## src/rtl/uc_fp.sv

```systemverilog
// Control sequencer for the fd floating-point add/multiply datapath.
// Optional macro UC_FP_ROUND_RETRY_EN enables the post-round renormalization retry.
module uc_fp #(
    parameter int MULT_CYCLES = 28,
    parameter int NORM_POS    = 25,
    parameter int MAX_ALIGN   = 27
) (
    input  logic        clock,
    input  logic        reset,
    input  logic        start,
    input  logic [1:0]  op,
    input  logic [7:0]  exp_a,
    input  logic [7:0]  exp_b,
    input  logic [7:0]  exp_dif,
    input  logic [26:0] ula,
    input  logic [25:0] round_fract,
    output logic        sinalMuxFP1,
    output logic        sinalMuxFP2,
    output logic        sinalMuxFP3,
    output logic        sinalMuxFP4,
    output logic        sinalMuxFP5,
    output logic [7:0]  sinalShiftFract,
    output logic [8:0]  sinalShiftRes,
    output logic [8:0]  sinalIncOrDec,
    output logic        sinalRound,
    output logic        mult_rst,
    output logic        busy,
    output logic        done,
    output logic        op_err,
    output logic        zero
);
    localparam int CNT_W = (MULT_CYCLES > 1) ? $clog2(MULT_CYCLES) : 1;
    localparam logic [CNT_W-1:0] CNT_LAST = CNT_W'(MULT_CYCLES - 1);
    localparam logic [4:0] NORM_P = 5'(NORM_POS);
    localparam logic [7:0] ALIGN_SAT = 8'(MAX_ALIGN);

    typedef enum logic [2:0] {IDLE, EXP, ALIGN, MULT_WAIT, NORM, ROUND, CHECK, DONE} state_t;

    state_t           state;
    logic [CNT_W-1:0] cnt;
    logic             sel;
    logic [4:0]       lead;
    logic             nz;
    logic [7:0]       align_amt;

    // Highest set bit of the ALU magnitude; lead is meaningless when nz is low.
    always_comb begin
        lead = '0;
        for (int i = 0; i < 27; i++)
            if (ula[i]) lead = 5'(i);
    end
    assign nz        = |ula;
    assign align_amt = (exp_dif > ALIGN_SAT) ? ALIGN_SAT : exp_dif;

`ifdef UC_FP_ROUND_RETRY_EN
    logic fp45;
    logic retry;
    assign sinalMuxFP4 = fp45;
    assign sinalMuxFP5 = fp45;
`else
    logic unused_round_fract;
    assign unused_round_fract = ^round_fract;
    assign sinalMuxFP4 = 1'b0;
    assign sinalMuxFP5 = 1'b0;
`endif

    always_ff @(posedge clock or posedge reset) begin
        if (reset) begin
            state           <= IDLE;
            cnt             <= '0;
            sel             <= 1'b0;
            sinalMuxFP1     <= 1'b0;
            sinalMuxFP2     <= 1'b0;
            sinalMuxFP3     <= 1'b0;
            sinalShiftFract <= '0;
            sinalShiftRes   <= '0;
            sinalIncOrDec   <= '0;
            sinalRound      <= 1'b0;
            mult_rst        <= 1'b0;
            busy            <= 1'b0;
            done            <= 1'b0;
            op_err          <= 1'b0;
            zero            <= 1'b0;
`ifdef UC_FP_ROUND_RETRY_EN
            fp45            <= 1'b0;
            retry           <= 1'b0;
`endif
        end else begin
            case (state)
                IDLE: if (start) begin
                    busy <= 1'b1;
`ifdef UC_FP_ROUND_RETRY_EN
                    retry <= 1'b0;
`endif
                    if (op == 2'b00) begin
                        sel   <= (exp_b > exp_a);
                        state <= EXP;
                    end else if (op == 2'b01) begin
                        mult_rst <= 1'b1;
                        cnt      <= '0;
                        state    <= MULT_WAIT;
                    end else begin
                        op_err <= 1'b1;
                        done   <= 1'b1;
                        state  <= DONE;
                    end
                end
                EXP: begin
                    sinalMuxFP1 <= sel;
                    sinalMuxFP2 <= sel;
                    sinalMuxFP3 <= ~sel;
                    state       <= ALIGN;
                end
                ALIGN: begin
                    sinalShiftFract <= align_amt;
                    state           <= NORM;
                end
                MULT_WAIT: begin
                    mult_rst <= 1'b0;
                    if (cnt == CNT_LAST) state <= NORM;
                    else                 cnt   <= cnt + 1'b1;
                end
                NORM: begin
`ifdef UC_FP_ROUND_RETRY_EN
                    fp45 <= 1'b0;
`endif
                    if (!nz) begin
                        zero  <= 1'b1;
                        done  <= 1'b1;
                        state <= DONE;
                    end else begin
                        if (lead > NORM_P) begin
                            sinalShiftRes <= {4'b0000, lead - NORM_P};
                            sinalIncOrDec <= {4'b0000, lead - NORM_P};
                        end else begin
                            // lead == NORM_P yields a zero amount with the direction bit moot
                            sinalShiftRes <= {(lead != NORM_P), 3'b000, NORM_P - lead};
                            sinalIncOrDec <= {(lead != NORM_P), 3'b000, NORM_P - lead};
                        end
                        sinalRound <= 1'b1;
                        state      <= ROUND;
                    end
                end
                ROUND: begin
                    sinalRound <= 1'b0;
`ifdef UC_FP_ROUND_RETRY_EN
                    state <= CHECK;
`else
                    done  <= 1'b1;
                    state <= DONE;
`endif
                end
`ifdef UC_FP_ROUND_RETRY_EN
                CHECK: begin
                    // Rounding carried out of the fraction: shift right once and re-round.
                    if (round_fract[25] && !retry) begin
                        retry         <= 1'b1;
                        fp45          <= 1'b1;
                        sinalShiftRes <= 9'h001;
                        sinalIncOrDec <= 9'h001;
                        sinalRound    <= 1'b1;
                        state         <= ROUND;
                    end else begin
                        done  <= 1'b1;
                        state <= DONE;
                    end
                end
`endif
                DONE: begin
                    done            <= 1'b0;
                    op_err          <= 1'b0;
                    zero            <= 1'b0;
                    busy            <= 1'b0;
                    sinalMuxFP1     <= 1'b0;
                    sinalMuxFP2     <= 1'b0;
                    sinalMuxFP3     <= 1'b0;
                    sinalShiftFract <= '0;
                    sinalShiftRes   <= '0;
                    sinalIncOrDec   <= '0;
`ifdef UC_FP_ROUND_RETRY_EN
                    fp45            <= 1'b0;
`endif
                    state           <= IDLE;
                end
                default: state <= IDLE;
            endcase
        end
    end
endmodule

```

## config.mk

```make
export PLATFORM = sky130hd
export DESIGN_NAME = uc_fp
export DESIGN_NICKNAME = d
export VERILOG_FILES = /design/src/rtl/uc_fp.sv
export SDC_FILE = /design/constraint.sdc
export NUM_CORES = 1
export LEC_CHECK = 0
export BUFFER_PORTS_ARGS = -buffer_cell sky130_fd_sc_hd__buf_2
export CAP_MARGIN = 40
export CORE_MARGIN = 4
export CORE_UTILIZATION = 40
export CTS_CLUSTER_DIAMETER = 100
export CTS_CLUSTER_SIZE = 12
export DETAILED_ROUTE_END_ITERATION = 8
export GPL_TIMING_DRIVEN = 0
export PLACE_DENSITY = 0.83
export SLEW_MARGIN = 20
export SYNTH_ARGS = -nofsm -noshare
export SYNTH_HDL_FRONTEND = slang
export SYNTH_SLANG_ARGS = --single-unit
```

## constraint.sdc

```tcl
create_clock -name clock -period 2.5 [get_ports clock]
set_input_delay 0.25 -clock clock [delete_from_list [all_inputs] [get_ports clock]]
set_output_delay 0.25 -clock clock [all_outputs]
set_load 0.02 [all_outputs]
```

# Word level (Yosys, flattened, before mapping)
# Index checks and enable logic that the tools add are counted.
[classes] add_sub_neg=3 n_lt_le_gt_ge=3 n_eq_ne=17 n_mux=59 bitwise_logic=1 n_reduce_logical=20
[ops] operator="2-to-1 mux 5 bit" n=29
[ops] operator="OR reduction 27 bit" n=1
[ops] operator="2-to-1 mux 9 bit" n=2
[ops] operator="case mux 3 bit (6 select lines)" n=1
[ops] operator="case mux 9 bit (2 select lines)" n=1
[ops] operator="inequality test 2 bit (second input constant)" n=8
[ops] operator="case mux 8 bit (2 select lines)" n=1
[ops] operator="case mux 1 bit (2 select lines)" n=7
[ops] operator="2-to-1 mux 3 bit" n=4
[ops] operator="nonzero test 2 bit" n=6
[ops] operator="2-to-1 mux 1 bit" n=10
[ops] operator="case mux 5 bit (2 select lines)" n=1
[ops] operator="AND reduction 2 bit" n=5
[ops] operator="AND reduction 5 bit" n=2
[ops] operator="equality test 3 bit (second input constant)" n=3
[ops] operator="> comparator 8 x 5 -> 1 bit (second input constant)" n=1
[ops] operator="> comparator 8 bit" n=1
[ops] operator="2-to-1 mux 8 bit" n=1
[ops] operator="AND reduction 4 bit" n=2
[ops] operator="equality test 3 x 2 -> 1 bit (second input constant)" n=2
[ops] operator="adder 5 x 1 -> 5 bit (second input constant)" n=1
[ops] operator="equality test 5 bit (second input constant)" n=1
[ops] operator="> comparator 5 bit (second input constant)" n=1
[ops] operator="inequality test 5 bit (second input constant)" n=1
[ops] operator="11 further kinds" n=11
[totals] reg_bits=34 in_bits=82

# Longest topological paths before layout
[logic_depth] word_depth=30 mapped_depth=12 mapped_depth_nobuf=12

# Worst setup path after synthesis
# OpenSTA, ideal clock, no wires.
[synth_path] path_type="input -> register" start="input port ula[17]" end="register sinalIncOrDec[4]" arrival_time_ps=2133 required_time_ps=2378 path_slack_ps=246 cell_stages=11 path_buffers=0 path_cell_list="or2_0 a211oi_1 o22ai_1 a31o_2 ha_1 nand2b_1 nand2_1 a31oi_1 and3b_1 o21ai_2 a32o_1"
[synth_between] elab_chain_len=14 word_cells_on_any_way=19
[synth_rtl] item="start, declared" line_no="15" rtl="input logic [26:0] ula,"
[synth_rtl] item="2-to-1 mux 5 bit (10 in a row)" line_no="50" rtl="if (ula[i]) lead = 5'(i);"
[synth_rtl] item="subtractor 5 bit (tied with other cells)" line_no="138" rtl="sinalIncOrDec <= {(lead != NORM_P), 3'b000, NORM_P - lead};"
[synth_rtl] item="2-to-1 mux 9 bit" line_no="132" rtl="if (lead > NORM_P) begin"
[synth_rtl] item="2-to-1 mux 9 bit" line_no="127" rtl="if (!nz) begin"
[synth_rtl] item="case mux 9 bit (2 select lines)" line_no="89" rtl="case (state)"
[synth_rtl] item="end signal, assigned" line_no="134" rtl="sinalIncOrDec <= {4'b0000, lead - NORM_P};"
[synth_rtl] item="end signal, assigned" line_no="138"
[synth_rtl] item="end, declared" line_no="24" rtl="output logic [8:0] sinalIncOrDec,"
# Parallel ways exist; a longest one is shown, timed or not. The select of a mux whose other input is x is not followed.
# A chain may end at the register's enable or synchronous reset.

# Worst setup path after layout
# Ends and elaborated chain as after synthesis.

==> flow_summary.toml <==
[worst_setup_path]
reg2reg_to = "cnt[3]"
reg2reg_from = "state[2]"
start_kind = "input port"
reg2reg_slack_ps = 540
path_max_fanout = 5
critPathCapture = "sinalIncOrDec[4]"
required_ps = 2670
crit_type = "in2reg"
ff2ff_path_depth = 6
cp-startpoint = "ula[17]"
cp.arrival_ps = 2520
end_kind = "register"

[power_and_ir_drop]
p_leak_nw = 1.49
power_density_nw_per_um2 = 938
ir_drop_mv = 0.417

[job]
maxCapViolations = 0

[cells_and_area]
nets = 473
drive_above_1_share = 0.321
fillers = 529
multi_input_area_um2 = 1340
n_antenna_cell = 0
register_area_um2 = 776
syn_to_final_growth_pct = 27.6

[min_path]
holdCritPathClass = "in2async"

[synthesis]
netlist_instances = 278
synthDistinctLibCells = 52
synth_edf_count = 0
synth_area_leaders = "dfrtp_1 (34%), ha_1 (8.1%), o21ai_0 (5.0%), buf_4 (4.9%), a21oi_1 (4.6%)"
async_flop_share = 1.00
synth_top_flop_cell = "dfrtp_1"
yosys_register_bits = 31
syn_area_um2 = 2310
yosys_warnings = 0
seq_area_frac_synth = 0.336
yosysTopAreaCell = "dfrtp_1"
synth.avg_cell_area_um2 = 8.31
synth_top_area_frac = 0.336

[timing]
maxSlewViolCount = 0
whs_ps = 57.9
min_period_ps = 2350
worst_pin_slew_ps = 644
finalCritPeriodShare = 0.941
finalSetupViolations = 0
max_freq_mhz = 425
fin_tns_setup_ps = 0
slew_headroom = 0.570
fin_skew_ps = 5.43
hold_viol_final = 0
rsz0062_at_grt = "no"

[route]
ant_nets = 0
drc = 0
routed_wl_um = 5850
dr.pass1.iters = 4
dr_total_vias = 2309
routedWlPerCell_um = 13.0
drtIter0Drc = 112
viasPerCell = 5.14

[global_routing]
grt_max_degree = 32
grt_pass1_vias = 2239
gr-total-overflow = 0
track_usage = 0.167
grt_pass1_wl_um = 9920
antenna_found_initial = 0

[clocking]
clk_pin_slew_worst_paths_ps = 60
cts_buffers = 5
post-cts-setup-buffers = 0
clkLatencyLatePin_ps = 280
tritoncts = "yes"
h-tree-depth = 2
clock_path_buffers = 2
ctsRootBufferMaster = "clkbuf_8"
clock_sinks = 31
postCtsHoldBufs = 0
cts_resized = 0

[die]
core-area_um2 = 5540
rows = 27
die_x_um = 84.0
num_io_pins = 119
die_area_um2 = 7050
fp.dieH_um = 84.0
initial_core_util = 0.417

[place]
hpwl_um = 4850
gp_routability_congestion = 0.905
io_buffer_count = 84

[outcome]
status = "finished clean"
==> layout make-up <==
class | count | share of cell area
sequential | 31 | 0.263
buffer | 20 | 0.0476
inverter | 21 | 0.0268
timing repair buffer | 84 | 0.143
multi-input combinational | 213 | 0.455
clock buffer | 8 | 0.0340
tap | 72 | 0.0306
==> metrics by stage <==
| stage | power [mW] | area [µm²] | util | worst slack, ps | std cells |
|---|---|---|---|---|---|
| after global routing | 3.00 | 2950 | 0.532 | 31.7 | 449 |
| final | 2.76 | 2950 | 0.532 | 148 | 449 |
| after detailed placement | 2.34 | 2850 | 0.514 | -183 | 441 |
| after CTS | 2.78 | 2950 | 0.532 | 118 | 449 |
| after global placement | 2.28 | 2850 | 0.514 | -89.1 | 441 |
| after floorplan | 1.88 | 2340 | - | 246 | 285 |
==> cell usage in the layout (no fill, tap or decap), types with 2 or more instances in the layout <==
| cell | instances |
|---|---|
| nor3_1 | 11 |
| nand4_1 | 3 |
| conb_1 | 8 |
| nor4_4 | 3 |
| o22ai_1 | 2 |
| nand2_1 | 27 |
| a32o_1 | 3 |
| nand2b_1 | 5 |
| ha_1 | 15 |
| clkbuf_1 | 3 |
| a31oi_1 | 5 |
| buf_4 | 15 |
| nor2_1 | 22 |
| and2_1 | 6 |
| a22o_1 | 2 |
| a21oi_1 | 21 |
| nand3_1 | 9 |
| dfrtp_1 | 31 |
| buf_2 | 85 |
| o21ai_1 | 3 |
| nor4_2 | 2 |
| a31o_2 | 2 |
| clkbuf_8 | 7 |
| or4_1 | 3 |
| inv_1 | 20 |
| nor2b_1 | 4 |
| or3_1 | 4 |
| a21o_1 | 8 |
| o21ai_0 | 23 |
==> sequential cells by signal, indices dropped and copies added (netlist names), 3 cells and up <==
signal / cells
sinalShiftFract: 8
sinalIncOrDec: 6
cnt: 5
state: 3
==> where the power goes <==
part           total (mW)  internal [mW]  leakage, nW  switching [mW]
registers           0.904          0.721        0.381           0.183
logic                1.44          0.576         1.06           0.861
clock network       0.422          0.251       0.0515           0.171
==> logic make-up after synthesis <==
family / Yosys count / synth area share
compound gates: 82 / 0.222
flops: 31 / 0.336
mux: 1 / 0.00488
buf+inv: 41 / 0.0948
xor+xnor: 1 / 0.00379
fa+ha+maj: 15 / 0.0813
other cells: 1 / 0.00162
simple gates: 106 / 0.256
==> synth_stat cells (all sizes together) (2+ instances only) <==
cell type,n
dfrtp,31
nand2,28
o21ai,27
nor2,22
a21oi,21
inv,21
buf,18
ha,15
nor3,11
nand3,10
a21o,8
and2,6
a31oi,5
nand2b,5
nor4,5
or3,5
nor2b,4
a32o,3
nand4,3
or4,3
a22o,2
a31o,2
clkbuf,2
o22ai,2
==> worst min-delay path by stage <==
stage	start	endpoint	depth (start not counted)
floorplan	reset	busy	1
global placement	busy	busy	1
detailed placement	reset	sinalIncOrDec[3]	2
CTS	reset	sinalShiftFract[3]	2
global route	reset	sinalShiftFract[3]	2
finish	reset	sinalShiftFract[3]	2
==> per-layer routing <==
metal,vias up,routed length [µm],track usage
met5,-,0,0
met4,0,69,0.0468
met3,7,352,0.0415
met2,63,2970,0.298
met1,1068,2470,0.197
li1,1171,-,-
==> worst max-delay path: stages <==
cell	delay (ps)
buf_2	120
or2_0	210
a211oi_1	300
o22ai_1	140
a31o_2	270
ha_1	220
nand2b_1	100
nand2_1	60
a31oi_1	350
and3b_1	240
o21ai_2	60
a32o_1	200
(Power assumes the default switching activity.)
